`config.mk`:
```
export PLATFORM = sky130hd
export DESIGN_NAME = conv1d_cpa_accum
export DESIGN_NICKNAME = d
export VERILOG_FILES = /design/src/rtl/conv1d_cpa_accum.sv
export SDC_FILE = /design/constraint.sdc
export NUM_CORES = 1
export LEC_CHECK = 0
export BUFFER_PORTS_ARGS = -buffer_cell sky130_fd_sc_hd__clkbuf_2
export CORE_MARGIN = 1.5
export CORE_UTILIZATION = 43
export CTS_CLUSTER_DIAMETER = 80
export DETAILED_ROUTE_END_ITERATION = 8
export GPL_ROUTABILITY_DRIVEN = 1
export PLACE_DENSITY = 0.67
export SETUP_SLACK_MARGIN = 0.02
export SKIP_CTS_REPAIR_TIMING = 1
export SLEW_MARGIN = 10
export SYNTH_ARGS = -nofsm -noshare
export SYNTH_HDL_FRONTEND = slang
export SYNTH_SLANG_ARGS = --single-unit
export TNS_END_PERCENT = 1
```
`constraint.sdc`:
```
create_clock -name clk -period 5.65 [get_ports clk]
set_clock_uncertainty 0.15 [all_clocks]
set_input_delay 0.565 -clock clk [delete_from_list [all_inputs] [get_ports clk]]
set_output_delay 0.565 -clock clk [all_outputs]
set_load 0.05 [all_outputs]
```
`src/rtl/conv1d_cpa_accum.sv`:
```
// Resolves compressor (sum, cout) pairs into products and accumulates KERNEL_LEN taps into one rounded, saturated output.
// Latency 2 edges from last-tap accept to out_valid; only the last tap stalls, and only when a held result blocks the output.
module conv1d_cpa_accum #(
   parameter int WIDTH_DATA = 16,
   parameter int KERNEL_LEN = 3,
   parameter int WIDTH_ACC  = 40,
   parameter int FRAC_BITS  = 8,
   parameter int WIDTH_OUT  = 16
) (
   input  logic                    clk,
   input  logic                    rst_n,
   input  logic                    sync_clr,
   input  logic                    in_valid,
   output logic                    in_ready,
   input  logic [2*WIDTH_DATA-1:0] in_sum,
   input  logic [2*WIDTH_DATA-1:0] in_cout,
   output logic                    out_valid,
   input  logic                    out_ready,
   output logic [WIDTH_OUT-1:0]    out_data,
   output logic                    out_sat
);

   localparam int PW = 2 * WIDTH_DATA;
   localparam int TW = (KERNEL_LEN > 1) ? $clog2(KERNEL_LEN) : 1;
   localparam int RW = WIDTH_ACC + 1;
   localparam logic [TW-1:0]        T_LAST   = TW'(KERNEL_LEN - 1);
   localparam logic signed [RW-1:0] RND_HALF = {{(RW-1){1'b0}}, 1'b1} << (FRAC_BITS - 1);
   localparam logic signed [RW-1:0] OUT_MAX  = RW'((64'd1 << (WIDTH_OUT - 1)) - 64'd1);
   localparam logic signed [RW-1:0] OUT_MIN  = ~OUT_MAX;

   logic                  s1_vld_q, s1_vld_d;
   logic [PW-1:0]         prod_q, prod_d;
   logic [TW-1:0]         tap_q, tap_d;
   logic [WIDTH_ACC-1:0]  acc_q, acc_d;
   logic                  pend_q, pend_d;
   logic                  out_vld_q, out_vld_d;
   logic [WIDTH_OUT-1:0]  out_dat_q, out_dat_d;
   logic                  out_sat_q, out_sat_d;

   logic                  is_first, is_last, stall2, s1_adv, accept;
   logic [PW-1:0]         cout_sh, cpa_sum;
   logic [WIDTH_ACC-1:0]  prod_ext, acc_base;
   logic signed [RW-1:0]  rnd, r;

   always_comb begin
      is_first = (tap_q == '0);
      is_last  = (tap_q == T_LAST);
      // pend_q only matters for KERNEL_LEN==1, where back-to-back last taps
      // would otherwise race a result still on its way to the output register
      stall2   = is_last && ((out_vld_q && !out_ready) || pend_q);
      s1_adv   = s1_vld_q && !stall2;
      in_ready = !s1_vld_q || s1_adv;
      accept   = in_valid && in_ready;

      cout_sh  = in_cout << 1;
      cpa_sum  = in_sum + cout_sh;
      prod_ext = {{(WIDTH_ACC-PW){prod_q[PW-1]}}, prod_q};
      acc_base = is_first ? '0 : acc_q;

      // acc_q holds the completed sum while pend_q is set
      rnd = $signed({acc_q[WIDTH_ACC-1], acc_q}) + RND_HALF;
      r   = rnd >>> FRAC_BITS;
   end

   always_comb begin
      s1_vld_d  = s1_vld_q;
      prod_d    = prod_q;
      tap_d     = tap_q;
      acc_d     = acc_q;
      pend_d    = 1'b0;
      out_vld_d = out_vld_q;
      out_dat_d = out_dat_q;
      out_sat_d = out_sat_q;

      if (sync_clr) begin
         s1_vld_d = 1'b0;
         tap_d    = '0;
         acc_d    = '0;
      end else begin
         if (accept) begin
            prod_d   = cpa_sum;
            s1_vld_d = 1'b1;
         end else if (s1_adv) begin
            s1_vld_d = 1'b0;
         end

         if (s1_adv) begin
            acc_d = acc_base + prod_ext;
            if (is_last) begin
               tap_d  = '0;
               pend_d = 1'b1;
            end else begin
               tap_d = tap_q + TW'(1);
            end
         end
      end

      // A finished sum always loads: stall2 guaranteed the slot is free
      if (pend_q) begin
         out_vld_d = 1'b1;
         if (r > OUT_MAX) begin
            out_dat_d = OUT_MAX[WIDTH_OUT-1:0];
            out_sat_d = 1'b1;
         end else if (r < OUT_MIN) begin
            out_dat_d = OUT_MIN[WIDTH_OUT-1:0];
            out_sat_d = 1'b1;
         end else begin
            out_dat_d = r[WIDTH_OUT-1:0];
            out_sat_d = 1'b0;
         end
      end else if (out_ready) begin
         out_vld_d = 1'b0;
      end
   end

   always_ff @(posedge clk or negedge rst_n) begin
      if (!rst_n) begin
         s1_vld_q  <= 1'b0;
         prod_q    <= '0;
         tap_q     <= '0;
         acc_q     <= '0;
         pend_q    <= 1'b0;
         out_vld_q <= 1'b0;
         out_dat_q <= '0;
         out_sat_q <= 1'b0;
      end else begin
         s1_vld_q  <= s1_vld_d;
         prod_q    <= prod_d;
         tap_q     <= tap_d;
         acc_q     <= acc_d;
         pend_q    <= pend_d;
         out_vld_q <= out_vld_d;
         out_dat_q <= out_dat_d;
         out_sat_q <= out_sat_d;
      end
   end

   assign out_valid = out_vld_q;
   assign out_data  = out_dat_q;
   assign out_sat   = out_sat_q;

endmodule
```
# After elaboration in Yosys (flattened, before gate mapping)
# Index checks and enable logic that the tools add are counted.
[totals] register_bits=94 out_inout_bits=19 wordCells=48
[classes] addsub=4 order_cmp=2 eq_ne=1 n_mux=18 bitwise_logic=1 reduce_logical=14
[op_table] cell="$mux 40" n=3
[op_table] cell="$add 40x9->41 const B" n=1
[op_table] cell="$add 40x40->40" n=1
[op_table] cell="$gt 33x16->1 const B" n=1
[op_table] cell="$lt 33x16->1 const B" n=1
[op_table] cell="$add 32x32->32" n=1
[op_table] cell="$mux 16" n=2
[op_table] cell="$mux 1" n=10
[op_table] cell="$mux 2" n=3
[op_table] cell="$logic_and 1x1->1" n=4
[op_table] cell="$reduce_bool 2->1" n=2
[op_table] cell="$logic_not 1->1" n=3
[op_table] cell="$reduce_bool 3->1" n=1
[op_table] cell="$add 2x1->2 const B" n=1
[op_table] cell="$eq 2x2->1 const B" n=1
[op_table] cell="$logic_not 2->1" n=1
[op_table] cell="$logic_or 1x1->1" n=2
[op_table] cell="$reduce_and 2->1" n=1
[op_table] cell="$not 1->1" n=1

# Depth between registers and ports, before layout
# Gate-level depths: netlist (run 1).
[logic_depth] word_depth=10 mapped_depth=15 ltp_nobuf=14

# Least setup slack after synthesis (run 1)
# Ideal clock, no wire load.
[synth_timing] path_kind="reg-to-reg" startpoint="register tap_q[0]" endpoint="register acc_q[36]" arrival_ns=3.298 required_time_ns=5.417 path_slack_ns=2.119 stages_incl_launch_ff=16 n_path_buf=1 path_cell_list="dfrtp_1 -> nor2_1 -> clkbuf_1 -> nor2b_1 -> ha_1 -> inv_1 -> fa_1 -> nor2b_1 -> o31a_1 -> o31ai_1 -> o311ai_0 -> a311oi_1 -> o31ai_1 -> a311oi_1 -> xor2_1 -> o21ai_0"
[synth_via] elab_chain_cells=5 word_cells_on_any_way=10 classes_between="1 x add/sub; 1 x eq/ne; 3 x mux; 5 x reduce/logical"
[synth_rtl] element="start, declared" line_no="33" source="logic [TW-1:0] tap_q, tap_d;"
[synth_rtl] element="start signal, assigned" line_no="129" source="tap_q <= tap_d;"
[synth_rtl] element="$logic_not 2->1 / $eq 2x2->1 (equally long branches)" line_no="46, 47"
[synth_rtl] element="$mux 40 / $logic_and 1x1->1 (equally long branches)" line_no="58, 50"
[synth_rtl] element="$add 40x40->40 / $logic_not 1->1 (equally long branches)" line_no="88, 51"
[synth_rtl] element="$mux 40 / $logic_and 1x1->1 (equally long branches)" line_no="87, 51"
[synth_rtl] element="$mux 40 / $reduce_bool 2->1 (equally long branches)"
[synth_rtl] element="end signal, assigned" line_no="121" source="acc_q <= '0;"
[synth_rtl] element="end signal, assigned" line_no="130" source="acc_q <= acc_d;"
[synth_rtl] element="end, declared" line_no="34" source="logic [WIDTH_ACC-1:0] acc_q, acc_d;"
# Several ways; a longest one is shown, not always the timed one. The select of a mux whose other input is x is not followed.
# A chain may end at the register's enable or synchronous reset.

# Final worst setup path (run 1)
[layout_timing] startpoint="register tap_q[1]" endpoint="register acc_q[36]"
# The elaborated chain is that of the path after synthesis.

==> flow_metrics.py, run 1 <==
metrics = {
    "outcome": {
        "outcome": "finished, final reports clean",
    },
    "clock_tree": {
        "clock_latency_ps": 350,
        "cts_buffer_depth": 2,
        "cts_tree": "built",
        "root_buffer": "clkbuf_16",
        "cts_buffers": 9,
        "clkSinkCount": 94,
        "clk_pin_slew_worst_paths_ps": 70,
        "htreeDepth": 3,
    },
    "hold_path": {
        "hold_class": "in2async",
    },
    "synthesis": {
        "synth_edf_count": 0,
        "ys_warn_count": 0,
        "synth.distinct_cells": 73,
        "syn_area_sq_um": 8270,
        "synth_top_family_by_area": "compound AO/OA/AOI/OAI gates",
        "synthXorXnorAreaFrac_pct": 6.78,
        "synth.area.mux_share_pct": 0.757,
        "synth_compound_area_share_pct": 25.2,
        "synthCells": 1028,
        "synth-simple-area-share_pct": 24.5,
        "async_flop_share_pct": 100,
        "ys_ff_latch": 94,
        "seq_area_frac_synth_pct": 28.4,
        "syn_nets": 1169,
        "synth_ff_type": "dfrtp_1",
        "synth_fa_ha_area_share_pct": 11.1,
        "avgSynthCellArea_sq_um": 8.04,
    },
    "global_route": {
        "met1_usage_pct": 31.5,
        "top_usage_layer": "met2",
        "grt_max_degree": 55,
        "antenna_found_initial": 0,
        "grt_overflow": 0,
        "grt_util_met2_pct": 31.8,
        "grt_pass1_vias": 6987,
        "use_met3_pct": 2.46,
        "grt.total_usage_pct": 21.0,
        "grt_pass1_wl_microns": 34500,
    },
    "floorplan": {
        "fp.dieH_microns": 142,
        "initial_utilization_pct": 44.1,
        "die-area_sq_um": 20100,
        "pin_count": 88,
        "core_area_sq_um": 18800,
        "die_x_microns": 142,
        "rows": 50,
    },
    "timing": {
        "setup_viol": 0,
        "max_slew_margin_pct": 37.9,
        "fin_tns_setup_ps": 0,
        "rsz0062_at_grt": "false",
        "hold_viol": 0,
        "worstMarginPinSlew_ps": 920,
        "final-max-slew-violation-count": 0,
        "post-route-period-util_pct": 77.6,
        "fin_crit_ps": 4380,
        "max_freq_mhz": 228,
    },
    "route": {
        "drc": 0,
        "antenna_left": 0,
        "vias_per_cell": 5.70,
        "wl_per_cell_microns": 15.2,
        "drt-total-wl_microns": 20200,
        "drt_pass1_iterations": 5,
        "vias": 7591,
        "drt_first_iter_violations": 381,
    },
    "setup_path": {
        "cp.arrival_ps": 4500,
        "crit_family": "compound AO/OA/AOI/OAI gates",
        "crit_path_top_delay_cell": "o311ai_0",
        "worstSetupPathType": "reg2reg",
        "path_cells": "nor2_2 -> nor2b_1 -> ha_1 -> nand3_1 -> nor2_1 -> nand2_1 -> o311ai_0 -> a311oi_1 -> o31ai_1 -> a311oi_1 -> xor2_1 -> o21ai_0",
        "critical-path-max-stage-delay_ps": 770,
        "worstSetupStartpointType": "flop",
        "cp_max_fo": 17,
        "crit_top_cell": "a311oi_1",
        "crit_required_ps": 5770,
        "end_kind": "flop",
        "path_buf_inv": 0,
    },
    "placement": {
        "placed_area_sq_um": 8900,
        "placedCellCount": 1316,
        "io_buffers": 86,
        "place_congestion": 0.918,
        "dpl.hpwl_microns": 15200,
    },
    "cells_and_area": {
        "final_cells": 1332,
        "syn_to_final_growth_pct": 11.2,
        "post-route-util_pct": 49.0,
        "diodes": 0,
        "fin_nets": 1234,
        "final_area_sq_um": 9200,
        "drive_gt1_share_pct": 12.5,
    },
    "flow_run": {
        "maxCapViolCount": 0,
    },
    "pwr": {
        "peakVddDrop_uv": 116,
        "powerDensity_nw_per_um2": 243,
        "total_leakage_power_uw": 0.00425,
    },
}
cell usage after synthesis (all sizes together), types with 3 or more instances:
master / n / area share [%]
dfrtp: 94 / 28
o21ai: 76 / 4.6
a31oi: 16 / 1.2
and3: 17 / 1.3
inv: 31 / 1.4
or3: 5 / 0.38
a211oi: 9 / 0.88
xor2: 25 / 2.6
mux2i: 4 / 0.48
ha: 70 / 11
nand2: 142 / 6.4
a311oi: 4 / 0.50
nand3: 32 / 2.1
nor2: 68 / 3.3
o31ai: 7 / 0.64
o21a: 13 / 1.2
nor3b: 5 / 0.45
or2: 6 / 0.45
a211o: 4 / 0.42
a31o: 6 / 0.64
nor2b: 51 / 3.9
buf: 5 / 0.35
o22ai: 7 / 0.53
o211ai: 6 / 0.54
a21oi: 90 / 5.4
and2: 8 / 0.61
o21bai: 6 / 0.54
a221o: 7 / 0.85
nand2b: 13 / 0.98
or4: 5 / 0.50
nor3: 21 / 1.4
o31a: 3 / 0.32
a311o: 11 / 1.3
a21o: 30 / 2.7
xnor2: 39 / 4.1
a21boi: 3 / 0.27
clkbuf: 33 / 1.5
nand4: 15 / 1.2
nor4: 5 / 0.53
and4: 4 / 0.42
where the power goes:
part           switching (uW)  leakage, uW  internal (uW)  total [uW]
registers                 100      0.00124            768         868
logic                     454      0.00288            295         749
clock network             270     0.000134            344         614
cell type report:
cell class,count,area (sq um)
Fill cell,1837,9570
Multi-Input combinational cell,865,5660
Sequential cell,94,2350
Timing Repair Buffer,92,478
Tap cell,234,293
Clock buffer,9,225
Inverter,31,116
Clock inverter,7,73.8
final timing paths:
kind	slack, ps	startpoint	endpoint	depth (start not counted)
max	1270	tap_q[1]$_DFFE_PN0P_	acc_q[36]$_DFFE_PN0P_	12
min	30	rst_n	prod_q[5]$_DFFE_PN0P_	1
max reg2reg	1270	tap_q[1]$_DFFE_PN0P_	acc_q[36]$_DFFE_PN0P_	12
min reg2reg	350	prod_q[3]$_DFFE_PN0P_	prod_q[3]$_DFFE_PN0P_	2
max in group asynchronous	4260	rst_n	s1_vld_q$_DFFE_PN0P_	2
min in group clk	290	in_sum[0]	prod_q[0]$_DFFE_PN0P_	3
layer usage:
metal  vias to the layer above  wire (microns)  share of wire, %
li1                       3887               -                 -
met1                      3488           10500                52
met2                       194            8480                42
met3                        22             847               4.2
met4                         0             346               1.7
met5                         -               0                 0
state kept, by name, summed over array words and instances, names as in the netlist:
name and count:
pend_q 1, s1_vld_q 1, out_valid 1, prod_q 32
acc_q 40, out_data 16, out_sat 1, tap_q 2
cell families (layout without fill, tap and decap cells):
| logic type | count (synthesis) | in the layout |
|---|---|---|
| XOR/XNOR | 64 | 64 |
| flip-flops | 94 | 94 |
| multiplexers | 6 | 6 |
| AO/OA/AOI/OAI | 320 | 320 |
| buffers and inverters | 69 | 139 |
| AND/OR/NAND/NOR | 403 | 403 |
| adder cells (fa/ha/maj) | 72 | 72 |
cells in the final DEF, fill, tap and decap left out, drive strengths merged, types with 21 or more instances in the layout:
master,n
a21o,30
a21oi,90
clkbuf,94
dfrtp,94
ha,70
inv,32
nand2,142
nand3,32
nor2,68
nor2b,51
nor3,21
o21ai,76
xnor2,39
xor2,25
through the flow:
step	worst slack [ps]	hold slack, ps	total power (uW)
detailed placement	1300	335	1620
CTS	1290	41.2	2240
global route	836	75.5	2380
finish	1270	26.1	2230
global placement	1410	323	1610
floorplan	2120	119	1420
worst reg2reg max path: stages (launching register included):
cell      delay [ps]
dfrtp_1          440
nor2_2           630
nor2b_1          120
ha_1             410
nand3_1          190
nor2_1           240
nand2_1          100
o311ai_0         770
a311oi_1         230
o31ai_1          510
a311oi_1         190
xor2_1           170
o21ai_0          150
No activity file was read; power rests on OpenSTA's default activity.
==> run 2, diff against run 1 <==
PLACE_DENSITY = 0.7   (was 0.67)
clock period = 4 ns   (was 5.65 ns; I/O delays follow)
==> flow_metrics.py, run 2 (same netlist as run 1, synthesis figures left out) <==
metrics = {
    "cells_and_area": {
        "regArea_sq_um": 2350,
        "fill_cells": 1832,
        "syn_to_final_growth_pct": 12.6,
        "top_register": "acc_q",
        "multiInputGateArea_sq_um": 5660,
        "final_area_sq_um": 9310,
        "diodes": 0,
        "final_common_cell": "nand2_1",
        "fin_nets": 1250,
        "drive_gt1_share_pct": 13.9,
        "largest_register_ffs": 40,
        "layout_common_cells": "142 x nand2_1, 93 x dfrtp_1, 90 x a21oi_1",
    },
    "setup_path": {
        "r2r_setup_slack_ps": 330,
        "end_kind": "flop",
        "startpoint": "tap_q[1]$_DFFE_PN0P_",
        "worstReg2RegEnd": "acc_q[36]$_DFFE_PN0P_",
        "r2r_start": "tap_q[1]$_DFFE_PN0P_",
        "cp_max_fo": 21,
        "cp.arrival_ps": 3740,
        "crit_required_ps": 4070,
        "worstSetupPathType": "reg2reg",
        "worstSetupStartpointType": "flop",
        "rr_worst_depth": 16,
    },
    "pwr": {
        "powerDensity_nw_per_um2": 337,
        "peakVddDrop_uv": 174,
        "total_leakage_power_uw": 0.00433,
    },
    "timing": {
        "setup_ws_ps": 329,
        "rsz0062_at_grt": "false",
        "setup_viol": 0,
        "max_slew_margin_pct": 41.3,
        "max_freq_mhz": 272,
        "hold_slack_ps": 0.640,
        "fin_crit_ps": 3670,
        "hold_viol": 0,
        "final-max-slew-violation-count": 0,
        "post-route-period-util_pct": 91.8,
        "worstMarginPinSlew_ps": 881,
        "fin_tns_setup_ps": 0,
    },
    "clock_tree": {
        "clock_latency_ps": 350,
        "htreeDepth": 3,
        "root_buffer": "clkbuf_16",
        "cts_buffer_depth": 2,
        "clk_pin_slew_worst_paths_ps": 70,
        "clkSinkCount": 94,
        "cts_buffers": 9,
        "cts_tree": "built",
    },
    "floorplan": {
        "fp.dieH_microns": 142,
        "die-area_sq_um": 20100,
        "pin_count": 88,
        "rows": 50,
        "initial_utilization_pct": 44.1,
        "core_area_sq_um": 18800,
        "die_x_microns": 142,
    },
    "placement": {
        "place_congestion": 0.962,
        "dp_slack_ps": 359,
        "placed_area_sq_um": 9020,
        "io_buffers": 86,
        "dpl.hpwl_microns": 15900,
    },
    "global_route": {
        "grt_pass1_vias": 7080,
        "antenna_found_initial": 0,
        "grt_max_degree": 69,
        "grt.total_usage_pct": 21.4,
        "grt_overflow": 0,
        "grt_pass1_wl_microns": 34900,
    },
    "hold_path": {
        "hold_class": "in2async",
    },
    "route": {
        "drt_pass1_iterations": 5,
        "vias_per_cell": 5.68,
        "antenna_left": 0,
        "drt-total-wl_microns": 20900,
        "drt_first_iter_violations": 501,
        "wl_per_cell_microns": 15.5,
        "vias": 7660,
        "drc": 0,
    },
    "outcome": {
        "outcome": "finished, final reports clean",
    },
    "flow_run": {
        "maxCapViolCount": 0,
    },
}
==> run 2: changes by cell type in the layout (fill, tap and decap cells not counted), sizes merged <==
cell      delta
clkinv       +1
clkinvlp     -1
bufinv       -1
buf         +16
clkbuf       +1
==> run 2: stage by stage <==
step | utilization [%] | std cells | total power, uW
6_report | 49.6 | 1348 | 3140
5_1_grt | 49.6 | 1348 | 3340
4_1_cts | 49.6 | 1348 | 3150
3_5_place_dp | 48.0 | 1332 | 2310
3_3_place_gp | 48.0 | 1332 | 2300
2_1_floorplan | - | 1028 | 2010
==> run 2: cell type report <==
cell class / instances / area share [%]
inverter: 31 / 1.25
clock inverter: 6 / 0.484
timing repair buffer: 108 / 6.42
tap: 234 / 3.15
multi-input combinational: 865 / 60.8
clock buffer: 10 / 2.57
sequential: 94 / 25.3
==> run 2: routing by layer <==
metal	GRT usage, %	share of wire (%)	vias up
met4	7.22	1.7	0
met2	32.2	42	227
met5	0	0	-
met1	31.5	51	3504
li1	-	-	3909
met3	2.73	5.8	20
==> run 2: how the worst max path moves through the flow <==
stage                            end  slack [ps]  depth (start not counted)
2_1_floorplan  acc_q[36]$_DFFE_PN0P_         470                         15
3_3_place_gp   acc_q[36]$_DFFE_PN0P_         360                         16
3_5_place_dp   acc_q[36]$_DFFE_PN0P_         360                         16
4_1_cts        acc_q[36]$_DFFE_PN0P_         300                         16
5_1_grt        acc_q[36]$_DFFE_PN0P_          60                         15
6_report       acc_q[36]$_DFFE_PN0P_         330                         16
==> run 2: power by group <==
part	total, uW	switching (uW)	internal (uW)
combinational	1080	654	428
clock	834	394	441
sequential	1220	138	1080
total	3140	1190	1950
==> run 2: worst max-delay path, stage by stage, from the launching register on <==
cell and delay (ps):
dfrtp_1 440, nor2_2 150, buf_4 170, buf_4 280, nor2b_1 100, ha_1 210
a21o_1 170, or2_2 310, a31oi_1 160, o311ai_1 120, buf_4 170, a311oi_1 280
o31ai_1 110, buf_4 160, a311oi_2 290, xor2_1 160, o21ai_0 90
